===== config.mk =====
export PLATFORM = sky130hd
export DESIGN_NAME = alu_shift_sequencer
export DESIGN_NICKNAME = d
export VERILOG_FILES = /design/src/rtl/alu_shift_sequencer.sv
export SDC_FILE = /design/constraint.sdc
export NUM_CORES = 1
export LEC_CHECK = 0
export ABC_AREA = 1
export CAP_MARGIN = 10
export CELL_PAD_IN_SITES_DETAIL_PLACEMENT = 1
export CELL_PAD_IN_SITES_GLOBAL_PLACEMENT = 1
export CORE_UTILIZATION = 30
export CTS_CLUSTER_DIAMETER = 150
export CTS_CLUSTER_SIZE = 10
export DETAILED_ROUTE_END_ITERATION = 16
export PLACE_DENSITY = 0.89
export RECOVER_POWER = 50
export SKIP_LAST_GASP = 1
export SLEW_MARGIN = 5
export SYNTH_ARGS = -nofsm -noshare
export SYNTH_HDL_FRONTEND = slang
export SYNTH_SLANG_ARGS = --single-unit

===== constraint.sdc =====
create_clock -name clk -period 2.04 [get_ports clk]
set_input_delay 0.204 -clock clk [delete_from_list [all_inputs] [get_ports clk]]
set_output_delay 0.204 -clock clk [all_outputs]
set_load 0.05 [all_outputs]

===== src/rtl/alu_shift_sequencer.sv =====
// Multi-cycle shift/rotate sequencer: steps a single-bit combinational ALU once per clock.
// Build option ALU_SEQ_COUNT_MASK_EN masks the count to 5 bits (80186 style); default uses all 8 bits.
`ifndef MC_ALUOp_t_BITS
`define MC_ALUOp_t_BITS 5
`endif

package alu_shift_sequencer_pkg;
    localparam int ALU_OP_W = `MC_ALUOp_t_BITS;
    typedef logic [ALU_OP_W-1:0] alu_op_t;

    localparam alu_op_t ALUOp_SELA = alu_op_t'(0);
    localparam alu_op_t ALUOp_ADD  = alu_op_t'(1);
    localparam alu_op_t ALUOp_SHR  = alu_op_t'(2);
    localparam alu_op_t ALUOp_SHL  = alu_op_t'(3);
    localparam alu_op_t ALUOp_SAR  = alu_op_t'(4);
    localparam alu_op_t ALUOp_ROR  = alu_op_t'(5);
    localparam alu_op_t ALUOp_ROL  = alu_op_t'(6);
    localparam alu_op_t ALUOp_RCL  = alu_op_t'(7);
    localparam alu_op_t ALUOp_RCR  = alu_op_t'(8);

    localparam int FLAG_CF = 0;
endpackage

module alu_shift_sequencer
    import alu_shift_sequencer_pkg::*;
(
    input  logic          clk,
    input  logic          reset_n,
    input  logic          start,
    input  logic          abort,
    input  alu_op_t       op,
    input  logic          is_8_bit,
    input  logic [15:0]   value,
    input  logic [7:0]    count,
    input  logic [15:0]   flags_in,
    output logic          busy,
    output logic          done,
    output logic [15:0]   result,
    output logic [15:0]   flags_out,
    output logic [15:0]   alu_a,
    output logic [15:0]   alu_b,
    output alu_op_t       alu_op,
    output logic          alu_is_8_bit,
    output logic [15:0]   alu_flags_in,
    input  logic [15:0]   alu_out,
    input  logic [15:0]   alu_flags_out
);

    typedef enum logic [1:0] {ST_IDLE, ST_RUN, ST_DONE} state_e;

    state_e      state_q;
    logic [15:0] acc_q;
    logic [15:0] flg_q;
    logic [15:0] result_q;
    logic [15:0] flags_out_q;
    logic [7:0]  rem_q;
    alu_op_t     alu_op_q;
    logic        is8_q;
    logic [7:0]  eff_count;

`ifdef ALU_SEQ_COUNT_MASK_EN
    assign eff_count = count & 8'h1F;
`else
    assign eff_count = count;
`endif

    function automatic logic is_shift_op(input alu_op_t o);
        case (o)
            ALUOp_SHR, ALUOp_SHL, ALUOp_SAR,
            ALUOp_ROR, ALUOp_ROL, ALUOp_RCL, ALUOp_RCR: return 1'b1;
            default:                                    return 1'b0;
        endcase
    endfunction

    // NOTE: all state is updated with non-blocking assignments so every register
    // samples the values from before the edge, independent of statement order.
    always_ff @(posedge clk or negedge reset_n) begin
        if (!reset_n) begin
            state_q     <= ST_IDLE;
            acc_q       <= 16'h0000;
            flg_q       <= 16'h0000;
            result_q    <= 16'h0000;
            flags_out_q <= 16'h0000;
            rem_q       <= 8'h00;
            alu_op_q    <= ALUOp_SELA;
            is8_q       <= 1'b0;
        end else begin
            case (state_q)
                ST_IDLE: begin
                    if (start) begin
                        acc_q <= value;
                        flg_q <= flags_in;
                        is8_q <= is_8_bit;
                        if (eff_count == 8'h00 || !is_shift_op(op)) begin
                            state_q     <= ST_DONE;
                            result_q    <= value;
                            flags_out_q <= flags_in;
                        end else begin
                            state_q  <= ST_RUN;
                            rem_q    <= eff_count;
                            alu_op_q <= op;
                        end
                    end
                end
                ST_RUN: begin
                    if (abort) begin
                        state_q  <= ST_IDLE;
                        alu_op_q <= ALUOp_SELA;
                    end else begin
                        acc_q <= alu_out;
                        flg_q <= alu_flags_out;
                        rem_q <= rem_q - 8'd1;
                        // Last step: publish the ALU result directly so it is valid in the done cycle.
                        if (rem_q == 8'd1) begin
                            state_q     <= ST_DONE;
                            alu_op_q    <= ALUOp_SELA;
                            result_q    <= alu_out;
                            flags_out_q <= alu_flags_out;
                        end
                    end
                end
                ST_DONE: state_q <= ST_IDLE;
                default: state_q <= ST_IDLE;
            endcase
        end
    end

    assign busy         = (state_q != ST_IDLE);
    assign done         = (state_q == ST_DONE);
    assign result       = result_q;
    assign flags_out    = flags_out_q;
    assign alu_a        = acc_q;
    assign alu_b        = 16'h0001;
    assign alu_op       = alu_op_q;
    assign alu_is_8_bit = is8_q;
    assign alu_flags_in = flg_q;

endmodule


==> summary.txt <==
Worst setup path
  • Critical Path Sink Type: primary output
  • CP Max Fanout: 6
  • Setup crit start kind: flop
  • Worst r2r dst: flags_out[12]$_DFFE_PN0P_
  • Critical Path AT: ~1.7 ns
  • RR Startpoint: rem_q[1]$_DFFE_PN0P_
  • CP Data Required Time: 1.84 ns
  • Worst R2R Setup Slack: ~0.24 ns
  • Critical path type: reg -> out
  • Reg2reg path depth: 10

Worst hold path
  • Hold EP: result[7]$_DFFE_PN0P_
  • Min-Delay Path Class: reg -> reg
  • Hold Path Depth: 2
  • Worst Min Path Start: result[7]$_DFFE_PN0P_

STA
  • Fin crit share: 0.933
  • Max Clock Skew: a little over 0.005 ns
  • Period minus WS final: 1.90 ns
  • Worst-Margin Slew: ~1.1 ns
  • Setup TNS: 0 ns
  • Max-slew violations: 0
  • Rel. slew slack: 0.268
  • Final hold viol count: 0
  • Fmax achieved: roughly 530 MHz
  • Setup violators final: 0
  • RSZ-0062 raised after global routing: no

Pwr
  • Peak supply drop: 892 uV
  • Power Dens Cells: 1920 nW/um2
  • Static Leak: 2.74 nW

Clock tree
  • Post-CTS Repair Setup Buffers: 0
  • H-tree levels: 3
  • CTS Root Cell: clkbuf_16
  • Post-cts hold buffer count: 1
  • CTS resizes: 0
  • Clk slew on worst S/H paths: around 0.06 ns
  • Clk sinks: 80
  • Clock buffer depth: 2
  • CTS tree: done
  • Worst-skew pair later-pin latency: approximately 0.34 ns
  • CTS buffer count: 9

Route
  • Vias: 3,349
  • Final WL: between 10 and 15 mm
  • Routed len/inst: between 15 and 20 um
  • Drt first pass iters: 4
  • Via density: 4.56
  • DRC Markers: 0
  • Number of DRC markers in iteration 0: 106
  • Antenna viol nets, final: 0

Yosys
  • Cells after Synth: slightly above 400
  • Avg Cell Area, Syn: around 9.3 um2
  • Sequential-to-total area share from yosys stat: 0.527
  • Count of cell types in the netlist: 24
  • YS warnings: 0
  • Synth Cell Area: 3800 um2
  • #FFs+latches synth: 80

Floorplan
  • Core area: 12,200 um2
  • I/O Pins: 170
  • Initial Util: 0.312
  • Cell row count: 40
  • DIE HEIGHT: 115 um
  • Die area: 13,100 um2
  • Horiz. Die Dim: 115 um

Layout
  • Most common cell after layout, fill and taps aside: clkdlybuf4s50_1
  • Inserted Diodes: 0
  • Final core occ: 0.472
  • Commonest cells after routing, fill and taps aside: clkdlybuf4s50_1, nand2_1, dfrtp_1, o21ai_0, mux2i_1
  • P&R area growth vs syn: 51.0%
  • NumNets Final: 646
  • Layout cell share with drive strength beyond 1: 0.0936

GRT
  • Largest net degree at the start of global routing: between 60 and 70
  • Total gr overflow: 0
  • Initial antenna violation count: 0
  • Vias in the first global route: 3,709
  • GR Util All Layers: 0.183
  • First-pass GRT wire length: 18.3 mm

Place
  • Buffers added on ports: 153
  • DP HPWL: 8.42 mm
  • Placer congestion estimate: 0.818

Outcome
  • Status: completed

Flow run
  • Max_cap viols: 0
-- worst max path at each step --
stage	endpoint	start	cells past startpoint	slack (ns)
6_report	busy	state_q[0]$_DFFE_PN0P_	3	0.14
5_1_grt	done	state_q[0]$_DFFE_PN0P_	2	0.04
4_1_cts	busy	state_q[0]$_DFFE_PN0P_	3	0.10
3_5_place_dp	result[4]$_DFFE_PN0P_	op[2]	9	0.11
3_3_place_gp	flags_out[13]$_DFFE_PN0P_	op[2]	9	0.22
2_1_floorplan	flags_out[10]$_DFFE_PN0P_	state_q[1]$_DFFE_PN0P_	10	0.44
-- sequential cells by signal, summed over array words and instances (netlist names) --
| name | flops |
|---|---|
| result | 16 |
| state_q | 2 |
| flags_out | 16 |
| alu_is_8_bit | 1 |
| alu_op | 5 |
| alu_flags_in | 16 |
| rem_q | 8 |
| alu_a | 16 |
-- routing by layer --
metal | vias up | part of all wire | GRT usage
met4 | 0 | 0.027 | 0.0857
li1 | 1608 | - | -
met1 | 1604 | 0.40 | 0.199
met2 | 115 | 0.51 | 0.332
met5 | - | 0 | 0
met3 | 22 | 0.061 | 0.0461
-- report_power, final --
| part | internal (mW) | switching, mW | total, mW |
|---|---|---|---|
| sequential | 2.36 | 0.452 | 2.81 |
| combinational | 2.05 | 4.49 | 6.55 |
| clock | 1.01 | 0.653 | 1.66 |
-- critical path, stage by stage, from the launching register on --
cell and delay, ns:
dfrtp_1 0.38, inv_2 0.05, nand2_2 0.10, clkdlybuf4s50_1 0.82
-- synth_stat cells --
cell type | number | area share
or2_2 | 1 | 0.0016
nor2_2 | 3 | 0.0049
inv_1 | 17 | 0.017
dfrtp_1 | 80 | 0.53
o21bai_1 | 2 | 0.0040
buf_4 | 16 | 0.032
o21ai_0 | 39 | 0.051
nor2_1 | 21 | 0.021
clkbuf_2 | 1 | 0.0013
nand2_2 | 3 | 0.0049
buf_6 | 6 | 0.018
o21ai_1 | 10 | 0.013
buf_2 | 8 | 0.011
conb_1 | 2 | 0.0020
inv_2 | 2 | 0.0020
a21oi_1 | 4 | 0.0053
ha_1 | 2 | 0.0066
nand2_1 | 119 | 0.12
mux2i_1 | 32 | 0.084
o21ai_2 | 22 | 0.051
mux2_2 | 1 | 0.0030
nand3_1 | 14 | 0.018
nand4_1 | 1 | 0.0016
clkbuf_1 | 3 | 0.0030
-- stage by stage --
| step | hold WS, ns | power [mW] | instances | area, um2 | setup slack, ns |
|---|---|---|---|---|---|
| final | 0.476 | 11.0 | 734 | 5740 | 0.137 |
| after global routing | 0.504 | 11.7 | 734 | 5740 | 0.0391 |
| after CTS | 0.418 | 11.3 | 734 | 5770 | 0.100 |
| after detailed placement | 0.236 | 9.58 | 718 | 5450 | 0.114 |
| after global placement | 0.226 | 9.33 | 718 | 5450 | 0.225 |
| after floorplan | -0.0916 | 7.33 | 423 | 3850 | 0.439 |
-- cells by family after synthesis --
| family | Yosys count | synth area share |
|---|---|---|
| AO/OA/AOI/OAI | 77 | 0.124 |
| adder cells (fa/ha/maj) | 2 | 0.00658 |
| buffers and inverters | 53 | 0.0830 |
| flip-flops | 80 | 0.527 |
| multiplexers | 33 | 0.0873 |
| other | 2 | 0.00198 |
| AND/OR/NAND/NOR | 162 | 0.170 |
-- cell type report --
| type | instances | area, um2 |
|---|---|---|
| fillers | 1385 | 6420 |
| well taps | 168 | 210 |
| multi-input cells | 290 | 1540 |
| clock buffers | 11 | 253 |
| repair buffers | 162 | 1610 |
| clock inverters | 4 | 53.8 |
| inverters | 19 | 71.3 |
| flip-flops and latches | 80 | 2000 |
Note: power is estimated with default switching activity, not from simulation.
